===== config.mk =====
export PLATFORM = sky130hd
export DESIGN_NAME = mem_arbiter
export DESIGN_NICKNAME = d
export VERILOG_FILES = /design/src/rtl/mem_arbiter.sv
export SDC_FILE = /design/constraint.sdc
export NUM_CORES = 1
export LEC_CHECK = 0
export CAP_MARGIN = 0
export CORE_MARGIN = 3
export CORE_UTILIZATION = 37
export DETAILED_ROUTE_END_ITERATION = 16
export PLACE_DENSITY = 0.78
export SYNTH_ARGS = -nofsm -noshare
export SYNTH_HDL_FRONTEND = slang
export SYNTH_SLANG_ARGS = --single-unit
export TNS_END_PERCENT = 5

===== constraint.sdc =====
create_clock -name clk -period 2.15 [get_ports clk]
set_clock_uncertainty 0.15 [all_clocks]
set_input_delay 0.43 -clock clk [delete_from_list [all_inputs] [get_ports clk]]
set_output_delay 0.43 -clock clk [all_outputs]
set_load 0.03 [all_outputs]

===== src/rtl/mem_arbiter.sv =====
// Two-requester arbiter for the shared instruction/data memory, one word per three-state access.
// Define ARB_FIXED_PRIO_EN for fixed priority (m0 wins ties); otherwise ties are round-robin.
module mem_arbiter #(
  parameter int ADDR_W = 32,
  parameter int DATA_W = 32,
  parameter int CNT_W  = 16
) (
  input  logic              clk,
  input  logic              reset,
  input  logic              m0_req,
  input  logic              m0_we,
  input  logic [ADDR_W-1:0] m0_addr,
  input  logic [DATA_W-1:0] m0_wdata,
  output logic              m0_ready,
  output logic [DATA_W-1:0] m0_rdata,
  input  logic              m1_req,
  input  logic              m1_we,
  input  logic [ADDR_W-1:0] m1_addr,
  input  logic [DATA_W-1:0] m1_wdata,
  output logic              m1_ready,
  output logic [DATA_W-1:0] m1_rdata,
  output logic [ADDR_W-1:0] mem_Address,
  output logic [DATA_W-1:0] mem_Write_data,
  output logic              mem_MemRead,
  output logic              mem_MemWrite,
  input  logic [DATA_W-1:0] mem_Mem_data,
  output logic              owner,
  output logic              busy,
  output logic [CNT_W-1:0]  gnt_cnt0,
  output logic [CNT_W-1:0]  gnt_cnt1,
  output logic [1:0]        dbg_state
);

  typedef enum logic [1:0] {
    ST_IDLE   = 2'd0,
    ST_ACCESS = 2'd1,
    ST_DONE   = 2'd2
  } state_t;

  // Handshake: a requester raises req with we/addr/wdata and holds it until its
  // ready pulses for one cycle; inputs are only sampled on the grant edge.

  state_t              state;
  state_t              state_next;
  logic                any_req;
  logic                winner;
  logic                lat_we;
  logic [ADDR_W-1:0]   lat_addr;
  logic [DATA_W-1:0]   lat_wdata;
  logic [DATA_W-1:0]   rdata_q;

  assign any_req   = m0_req | m1_req;
  assign dbg_state = state;

  always_comb begin
    winner = 1'b0;
`ifdef ARB_FIXED_PRIO_EN
    winner = ~m0_req;
`else
    if (m0_req && m1_req) winner = ~owner;
    else                  winner = m1_req;
`endif
  end

  always_ff @(posedge clk) begin
    if (reset) state <= ST_IDLE;
    else       state <= state_next;
  end

  always_comb begin
    state_next = state;
    case (state)
      ST_IDLE:   if (any_req) state_next = ST_ACCESS;
      ST_ACCESS: state_next = ST_DONE;
      ST_DONE:   state_next = ST_IDLE;
      default:   state_next = ST_IDLE;
    endcase
  end

  // Grant latch, read capture and saturating grant counters.
  always_ff @(posedge clk) begin
    if (reset) begin
      owner     <= 1'b1;
      lat_we    <= 1'b0;
      lat_addr  <= '0;
      lat_wdata <= '0;
      rdata_q   <= '0;
      gnt_cnt0  <= '0;
      gnt_cnt1  <= '0;
    end else begin
      case (state)
        ST_IDLE: begin
          if (any_req) begin
            owner     <= winner;
            lat_we    <= winner ? m1_we    : m0_we;
            lat_addr  <= winner ? m1_addr  : m0_addr;
            lat_wdata <= winner ? m1_wdata : m0_wdata;
          end
        end
        ST_ACCESS: begin
          if (!lat_we) rdata_q <= mem_Mem_data;
        end
        ST_DONE: begin
          if (!owner && (gnt_cnt0 != {CNT_W{1'b1}})) gnt_cnt0 <= gnt_cnt0 + CNT_W'(1);
          if (owner && (gnt_cnt1 != {CNT_W{1'b1}}))  gnt_cnt1 <= gnt_cnt1 + CNT_W'(1);
        end
        default: ;
      endcase
    end
  end

  always_comb begin
    mem_Address    = '0;
    mem_Write_data = '0;
    mem_MemRead    = 1'b0;
    mem_MemWrite   = 1'b0;
    m0_ready       = 1'b0;
    m1_ready       = 1'b0;
    m0_rdata       = '0;
    m1_rdata       = '0;
    busy           = (state == ST_ACCESS) || (state == ST_DONE);
    case (state)
      ST_ACCESS: begin
        mem_Address = lat_addr;
        if (lat_we) begin
          mem_MemWrite   = 1'b1;
          mem_Write_data = lat_wdata;
        end else begin
          mem_MemRead = 1'b1;
        end
      end
      ST_DONE: begin
        if (owner) begin
          m1_ready = 1'b1;
          m1_rdata = lat_we ? '0 : rdata_q;
        end else begin
          m0_ready = 1'b1;
          m0_rdata = lat_we ? '0 : rdata_q;
        end
      end
      default: ;
    endcase
  end

endmodule


# After elaboration in Yosys (flattened, before gate mapping)
# Cells that the tools add are included.
dict set report classes {
  addsub 2
  n_eq_ne 5
  mux 22
  n_bitwise 3
  n_reduce_logical 10
}
# cell n
set op_table {}
lappend op_table {{32-bit two-way mux} 10}
lappend op_table {{16-bit by 1-bit adder with 16-bit output, second input constant} 2}
lappend op_table {{16-bit != test, second input constant} 2}
lappend op_table {{1-bit two-way mux} 10}
lappend op_table {{2-bit AND reduction} 4}
lappend op_table {{2-bit case mux with 2 select lines} 1}
lappend op_table {{1-bit logical AND} 3}
lappend op_table {{2-bit by 1-bit equality test with 1-bit output, second input constant} 1}
lappend op_table {{2-bit equality test, second input constant} 1}
lappend op_table {{2-bit zero test} 1}
lappend op_table {{2-bit two-way mux} 1}
lappend op_table {{2-bit != test, second input constant} 1}
lappend op_table {{1-bit inverter} 2}
lappend op_table {{1-bit zero test} 1}
lappend op_table {{1-bit logical OR} 1}
lappend op_table {{1-bit OR} 1}
dict set report word_totals {
  reg_bits 132
  in_bits 166
  elab_cells 50
}

# Logic depth before layout (Yosys ltp)
# Gate-level depths: netlist (run 1).
dict set report depth {
  depth_word 3
  mapped_depth 8
  ltp_nobuf 7
}

# Worst setup path after synthesis (run 1)
# OpenSTA, ideal clock, no wires.
dict set report synth_path {
  kind {register to register}
  start {reg state[1], in the netlist dbg_state[1]}
  end {reg gnt_cnt0[15]}
  t_arrival_ns 2.090
  path_slack_ns -0.161
  path_stages_with_launch 6
  n_path_buf 0
  period_less_slack_ns 2.311
  path_cell_list {dfxtp_1 > ha_1 > and4b_1 > or4b_4 > or4_1 > a21oi_1}
}
dict set report synth_via {
  elab_chain_cells 2
}
# item line_no
set synth_rtl {}
lappend synth_rtl {{from (decl)} 43} ;# state_t state;
lappend synth_rtl {{from (signal assigned)} 67} ;# else state <= state_next;
lappend synth_rtl {{2-bit equality test} 91} ;# case (state)
lappend synth_rtl {{2-bit AND reduction (no source line)} --}
lappend synth_rtl {{to (signal assigned)} 104} ;# if (!owner && (gnt_cnt0 != {CNT_W{1'b1}})) gnt_cnt0 <= gnt_cnt0 + CNT_W'(1);
lappend synth_rtl {{to (decl)} 29} ;# output logic [CNT_W-1:0] gnt_cnt0,
# No other way between the ends.
# A chain may end at the register's enable or synchronous reset.

# Worst setup path in the final report (run 1)
dict set report layout_path {
  start {reg state[1], in the netlist dbg_state[1]}
  end {out mem_Write_data[23]}
}
dict set report layout_via {
  elab_chain_cells 2
}
# item line_no
set layout_rtl {}
lappend layout_rtl {{2-bit by 1-bit equality test with 1-bit output} 122} ;# case (state)
lappend layout_rtl {{32-bit two-way mux} 122}
lappend layout_rtl {{to (decl)} 23} ;# output logic [DATA_W-1:0] mem_Write_data,
# No other way between the ends.

==> reports/metrics.yaml, run 1 <==
status: "finished, violations left"
violations: "setup timing"
whs_ns: 0.2702
max-cap-violations: 0
synth_cell_types: 41
min_period_ns: 2.279
cp.arrival_ns: 1.70
tns_ns: -7.872
pwr-share-seq: 0.375
vias: 6927
wl_per_cell_um: 16.77
htreeDepth: 4
crit_path_cell_trace: "inv_1 > ha_4 > buf_12 > and3_1 > buf_4"
ys_seq_area_frac: 0.4039
fin_area_sq_um: 11170
max_slew_margin: 0.6184
finalHoldViolCount: 0
syn_to_final_growth_pct: 70.78
worstHoldPathType: "input port to flip-flop"
setup.worst_path.class: "flip-flop to output pin"
antenna_found_initial: 0
synth-seq-cells: 132
crit_path_end_kind: "output pin"
gr-total-overflow: 0
clk_transition_reported_paths_ns: 0.06
synth_area_leader_cell: "dfxtp_1"
slowest_stage: "dfxtp_2"
cts_tree: "built"
syn_area_sq_um: 6543
core-area_sq_um: 16940
drtIter0Drc: 367
cts_sinks: 132
grt_pass1_vias: 6534
reg2reg_from: "dbg_state[0]"
crit_start: "dbg_state[1]"
final-max-slew-violation-count: 0
die_w_um: 139.0
cts_buffers: 17
start_util: 0.3863
final_cells: 1346
layout-drive-gt1-share: 0.2140
grt_usage: 0.2225
dieArea_sq_um: 19310
root_buffer: "clkbuf_16"
grt_pass1_wl_um: 34450
cellPowerDensity_nw_per_um2: 664.0
synth_fp_nets: 957
internal-power_uw: 5380
rsz0062_at_grt: "yes"
worst_pin_slew_ns: 0.5680
place_congestion: 0.8846
dr.pass1.iters: 5
holdBufCountCts: 0
io_pins: 334
fin_ws_ns: -0.1290
drcViolationCount: 0
routed_wl_um: 22570
fin_nets: 1284
die_h_um: 139.0
min_period_over_period: 1.060
synthTopCellsByArea: "dfxtp_1, mux2i_1, and2_1"
clockBufferDepth: 2
dp.cells: 1314
postPlaceCellArea_sq_um: 10220
n_antenna_cell: 0
port_buffers: 333
antenna_left: 0
postSynthAreaPerCell_sq_um: 8.324
pwr-share-clk: 0.419
combPwrFrac: 0.207
sw_frac_of_total: 0.2748
postCtsSetupBuffers: 0
clk_latency_ns: 0.42
ys_warn_count: 0
max_freq_mhz: 438.8
synthCells: 786
cp-start-kind: "flip-flop"
setup_violations: 129
irDropWorstVdd_v: 0.0005762
min_from: "reset"
grt_max_degree: 77
yosys.area.top_type_share: 0.4039
slowest_delay_ns: 0.35
worstPathRequired_ns: 1.57
worst-path-max-fanout: 44
via_per_inst: 5.146
p_leak_uw: 0.004758
hpwl_um: 17160
rows: 47
p_sw_uw: 2039
-- power by group through the flow --
stage / clock network, uW / logic (uW) / registers (uW)
final: 3110 / 1530 / 2780
after CTS: 3160 / 1520 / 2770
after floorplan: 0 / 785 / 2810
after global placement: 0 / 1490 / 2810
after global routing: 3260 / 1660 / 2810
after detailed placement: 0 / 1500 / 2820
-- critical path: cells and delay by family (launching register included) --
kind                     cells  cell delay (ns)
buffers and inverters        3             0.49
AND/OR/NAND/NOR              1             0.22
adder cells (fa/ha/maj)      1             0.20
flip-flops                   1             0.35
-- synth_stat cells --
| master | count |
|---|---|
| a211oi_1 | 68 |
| nor2_1 | 78 |
| or4b_4 | 1 |
| inv_1 | 8 |
| nand3_1 | 9 |
| and3_1 | 33 |
| nand2b_1 | 2 |
| buf_2 | 9 |
| buf_1 | 2 |
| a2111oi_0 | 1 |
| or3b_1 | 1 |
| nand4_1 | 9 |
| nand2_1 | 81 |
| nor4_2 | 1 |
| o21ai_0 | 11 |
| o31ai_1 | 11 |
| or2_1 | 1 |
| ha_1 | 5 |
| clkbuf_1 | 52 |
| nand2b_4 | 1 |
| a31oi_1 | 2 |
| nand3_2 | 1 |
| nor2b_1 | 2 |
| dfxtp_1 | 132 |
| and2_1 | 97 |
| and4b_1 | 1 |
| o41ai_1 | 3 |
| a21boi_1 | 1 |
| a311oi_1 | 1 |
| or3_1 | 11 |
| a21oi_1 | 58 |
| and4_1 | 5 |
| mux2_2 | 1 |
| or4_1 | 11 |
| nand4_2 | 1 |
| nor3_1 | 4 |
| xor2_1 | 1 |
| o311a_1 | 1 |
| o311ai_0 | 1 |
| mux2i_1 | 67 |
| xnor2_1 | 1 |
-- cell usage in the layout, fill, tap and decap left out, types with 4 or more instances in the layout --
cell type and count:
nand4_1 9, o21ai_0 11, and2_4 12, nand3_1 9, or4_1 11, nor3_1 4, mux2i_1 67, buf_4 83
or3_1 11, nand2_1 80, dlygate4sd2_1 22, dfxtp_1 127, clkbuf_16 17, dfxtp_2 5, o31ai_1 11, buf_12 28
clkdlybuf4s50_1 170, and4_1 5, inv_1 6, and2_1 85, a211oi_1 68, bufinv_16 4, and3_1 30, dlymetal6s2s_1 7
nor2_1 76, clkinvlp_4 5, buf_6 60, a21oi_1 58
-- registers in the layout (all words and copies together) (netlist names) --
signal,count
lat_we,1
gnt_cnt1,16
owner,1
lat_wdata,32
rdata_q,32
dbg_state,2
lat_addr,32
gnt_cnt0,16
-- per-stage QoR --
step | utilization | power (uW) | setup slack, ns
CTS | 0.6489 | 7459 | -0.1736
global route | 0.6597 | 7727 | -0.2086
global placement | 0.6034 | 4300 | 0.03518
floorplan | - | 3591 | -0.005467
finish | 0.6597 | 7419 | -0.1290
detailed placement | 0.6034 | 4326 | -0.02937
-- per-layer routing --
metal | part of all wire | vias to the layer above | wire [um] | global-route usage
li1 | - | 3446 | - | -
met1 | 0.39 | 3141 | 8873 | 0.2517
met2 | 0.49 | 299 | 11110 | 0.3871
met3 | 0.080 | 41 | 1808 | 0.06966
met4 | 0.034 | 0 | 771 | 0.09475
met5 | 0 | - | 0 | 0
-- what timing repair did --
action / CTS / global route
pin swaps: 2 / 0
endpoints found under the setup margin: 156 / 143
resized for setup: 75 / 51
-- cell families after synthesis --
group | Yosys count | synth area share
muxes | 68 | 0.1042
buffers and inverters | 71 | 0.04246
and+or+nand+nor | 350 | 0.2811
AOI/OAI and AO/OA | 158 | 0.1561
adders and majority gates | 5 | 0.009562
xor gates and xnor gates | 2 | 0.002678
DFF | 132 | 0.4039
-- worst paths after layout --
kind,end,slack [ns],cells past startpoint
setup / recovery,mem_Write_data[23],-0.13,5
hold / removal,gnt_cnt1[0],0.27,2
setup reg to reg,gnt_cnt0[13],0.02,6
hold reg to reg,rdata_q[19],0.31,2
-- area by class of cell --
cell class              instances  area (sq um)
clock buffers                  17         425.4
clock inverters                15         206.4
fillers                      1391          5763
inverters                       8         30.03
multi-input cells             583          3735
flip-flops and latches        132          2649
well taps                     220         275.3
repair buffers                371          3852
Note: power is estimated with default switching activity, not from simulation.
==> inputs of run 2 (changes only) <==
- ABC_AREA: not set -> 1
- CORE_MARGIN: 3 -> not set
- PLACE_DENSITY: 0.78 -> 0.77
==> run 2 against run 1 <==
  * Fmax up 5.8%
  * Power fell by 0.46%
  * Clock-buffer cell count increased by 5
  * Critical path type unchanged
  * The flow still finishes with violations (setup timing)
==> reports/metrics.yaml, run 2 <==
fin_ws_ns: -0.004554  # +0.1244 ns
layout-drive-gt1-share: 0.2132  # -0.0008703
p_leak_uw: 0.005052  # +6.2%
min_period_ns: 2.155  # -0.1244 ns
synthMuxAreaShare: 0  # -0.1042
clockBufferDepth: 2  # unchanged
pwr-share-clk: 0.356  # -0.063
place_congestion: 0.8708  # -1.6%
root_buffer: "clkbuf_16"
synth-compound-area-share: 0.1602  # +0.004130
clk_transition_reported_paths_ns: 0.05  # about the same
pre_cts_slack_ns: 0.06075  # +0.09012 ns
synthSimpleGateAreaFrac: 0.3275  # +0.04636
grt_pass1_vias: 7450  # +14%
cts_buffers: 17  # unchanged
synthAdderAreaFrac: 0.009132  # -0.0004296
start_util: 0.3800  # -0.006253
hold_depth: 2  # unchanged
die_h_um: 138.1  # -0.65%
via_per_inst: 4.943  # -3.9%
drcViolationCount: 0  # unchanged
min_from: "rdata_q[11]"
regToRegSetupSlack_ns: 0.19  # +0.17 ns
synth_ff_type: "dfxtp_1"
pwr-share-seq: 0.386  # +0.011
io_pins: 334  # unchanged
ys_seq_area_frac: 0.3858  # -0.01815
rsz0062_at_grt: "yes"
die_w_um: 138.1  # -0.65%
reg2reg_from: "gnt_cnt1[0]"
cts_tree: "built"
cts_sinks: 132  # unchanged
hold-path-endpoint: "rdata_q[11]"
syn_area_sq_um: 6850  # +4.7%
final_cell_mix: "nand2_1, clkdlybuf4s50_1, nor2_1"
finalHoldViolCount: 0  # unchanged
postSynthAreaPerCell_sq_um: 6.438  # -23%
syn_to_final_growth_pct: 66.52
synth-xor-area-share: 0.01279  # +0.01011
tns_ns: -0.01784  # +7.854 ns
postCtsSetupBuffers: 0  # unchanged
setup.worst_path.class: "flip-flop to output pin"
grt_usage: 0.2345  # +0.01197
synth_edf_count: 0  # unchanged
final-max-slew-violation-count: 0  # unchanged
crit_path_end_kind: "output pin"
cp.arrival_ns: 1.57  # -0.13 ns
violations: "setup timing"
core-area_sq_um: 18020  # +6.4%
gr-total-overflow: 0  # unchanged
rr_worst_depth: 9  # +3
fin_nets: 1557  # +21%
max_slew_margin: 0.6349  # +0.01640
clk_latency_ns: 0.41  # about the same
r2r_end: "gnt_cnt1[13]"
status: "finished, violations left"
sw_frac_of_total: 0.3058  # +0.03097
n_antenna_cell: 0  # unchanged
drtIter0Drc: 376  # +2.5%
yosys.area.top_type_share: 0.3858  # -0.01815
multi_input_area_sq_um: 3707  # -0.74%
crit_path_cell_trace: "buf_6 > ha_4 > nand2_8 > clkbuf_16 > nor2_1 > buf_4"
antenna_found_initial: 0  # unchanged
port_buffers: 333  # unchanged
synthCells: 1064  # +35%
grt_max_degree: 63  # -18%
crit_buf_inv: 3  # unchanged
irDropWorstVdd_v: 0.0005334  # -7.4%
worst_pin_slew_ns: 0.5471  # -0.02082 ns
slowest_stage: "dfxtp_2"
htreeDepth: 4  # unchanged
cp_top_family: "buffers and inverters"
synth_cell_types: 31  # -24%
ys_warn_count: 0  # unchanged
min_period_over_period: 1.002  # -0.05787
hpwl_um: 16580  # -3.4%
cellPowerDensity_nw_per_um2: 647.4  # -2.5%
seq_area_sq_um: 2648  # about the same
holdBufCountCts: 0  # unchanged
setup_violations: 9  # -93%
dr.pass1.iters: 5  # unchanged
worst-path-max-fanout: 8  # -82%
routed_wl_um: 23780  # +5.4%
combPwrFrac: 0.258  # +0.051
wl_per_cell_um: 14.62  # -13%
p_sw_uw: 2258  # +11%
max_freq_mhz: 464.1  # +5.8%
slowest_delay_ns: 0.34  # about the same
mostFrequentLayoutCell: "nand2_1"
ys_async_sr_fraction: 0  # unchanged
yosysMostFrequentCell: "nand2_1"
internal-power_uw: 5126  # -4.7%
rows: 49  # +4.3%
dieArea_sq_um: 19060  # -1.3%
synth-seq-cells: 132  # unchanged
reg.largest.list: "lat_addr (32), lat_wdata (32), rdata_q (32)"
synth_area_leader_cell: "dfxtp_1"
fillers: 1612  # +16%
worstHoldPathType: "flip-flop to flip-flop"
postPlaceCellArea_sq_um: 10350  # +1.3%
antenna_left: 0  # unchanged
synth_top_family_by_area: "simple AND/OR/NAND/NOR gates"
fin_area_sq_um: 11410  # +2.1%
synth_fp_nets: 1235  # +29%
vias: 8043  # +16%
grt_pass1_wl_um: 36430  # +5.7%
worstPathRequired_ns: 1.57  # about the same
netlist_top_cells_count: "nand2_1, nor2_1, dfxtp_1"
max-cap-violations: 0  # unchanged
synthTopCellsByArea: "dfxtp_1, nand2_1, nor2_1"
cp-start-kind: "flip-flop"
[run 2: worst max-delay path by stage]
stage / startpoint / to / slack, ns / cells after the start
2_1_floorplan: dbg_state[1] / m1_rdata[10] / -0.05 / 4
3_3_place_gp: m0_req / lat_addr[10] / 0.10 / 9
3_5_place_dp: m0_req / lat_wdata[29] / 0.06 / 9
4_1_cts: dbg_state[0] / mem_Write_data[8] / -0.02 / 6
5_1_grt: owner / m0_rdata[31] / -0.11 / 6
6_report: dbg_state[0] / mem_Write_data[16] / -0.005 / 6
[run 2: area by class of cell]
type	instances	share of cell area
Inverter	107	0.03532
Sequential cell	132	0.2321
Timing Repair Buffer	369	0.3360
Multi-Input combinational cell	759	0.3250
Tap cell	229	0.02512
Clock inverter	9	0.004936
Clock buffer	22	0.04157
[run 2: timing repair]
| item | CTS | global route |
|---|---|---|
| hold endpoints to repair | 0 | 0 |
| cloned | 1 | 5 |
| setup endpoints to repair | 145 | 132 |
| resized for setup | 64 | 85 |
| pin swaps | 3 | 0 |
[run 2: kinds of logic (layout without fill, tap and decap cells)]
kind of cell	count (synthesis)	count (layout)
buffers and inverters	173	507
xor gates and xnor gates	10	10
adders and majority gates	5	5
and+or+nand+nor	547	547
DFF	132	132
AOI/OAI and AO/OA	197	197
[run 2: tightest hold or removal path, stage by stage (launching register included)]
cell	delay, ns
dfxtp_1	0.32
nor2_1	0.05
nor2_1	0.08
[run 2: per-stage QoR]
stage	total power, uW	util	hold WS, ns	cells
3_5_place_dp	4634	0.5743	0.3225	1590
2_1_floorplan	3821	-	0.3054	1064
6_report	7385	0.6329	0.3303	1627
5_1_grt	7726	0.6329	0.3539	1627
4_1_cts	7296	0.6116	0.3356	1622
3_3_place_gp	4594	0.5743	0.3115	1590
[run 2: power by group through the flow]
stage          logic [uW]  registers (uW)  clock network (uW)
3_5_place_dp         1740            2890                   0
4_1_cts              1790            2850                2660
6_report             1900            2850                2630
3_3_place_gp         1710            2890                   0
2_1_floorplan         940            2880                   0
5_1_grt              2070            2890                2770
[run 2: routing by layer]
layer  vias up  wire length, um  track usage
li1       4016                -            -
met5         -                0            0
met2       326            11860       0.4150
met3        46             1888      0.06581
met1      3655             9282       0.2652
met4         0              744      0.09138
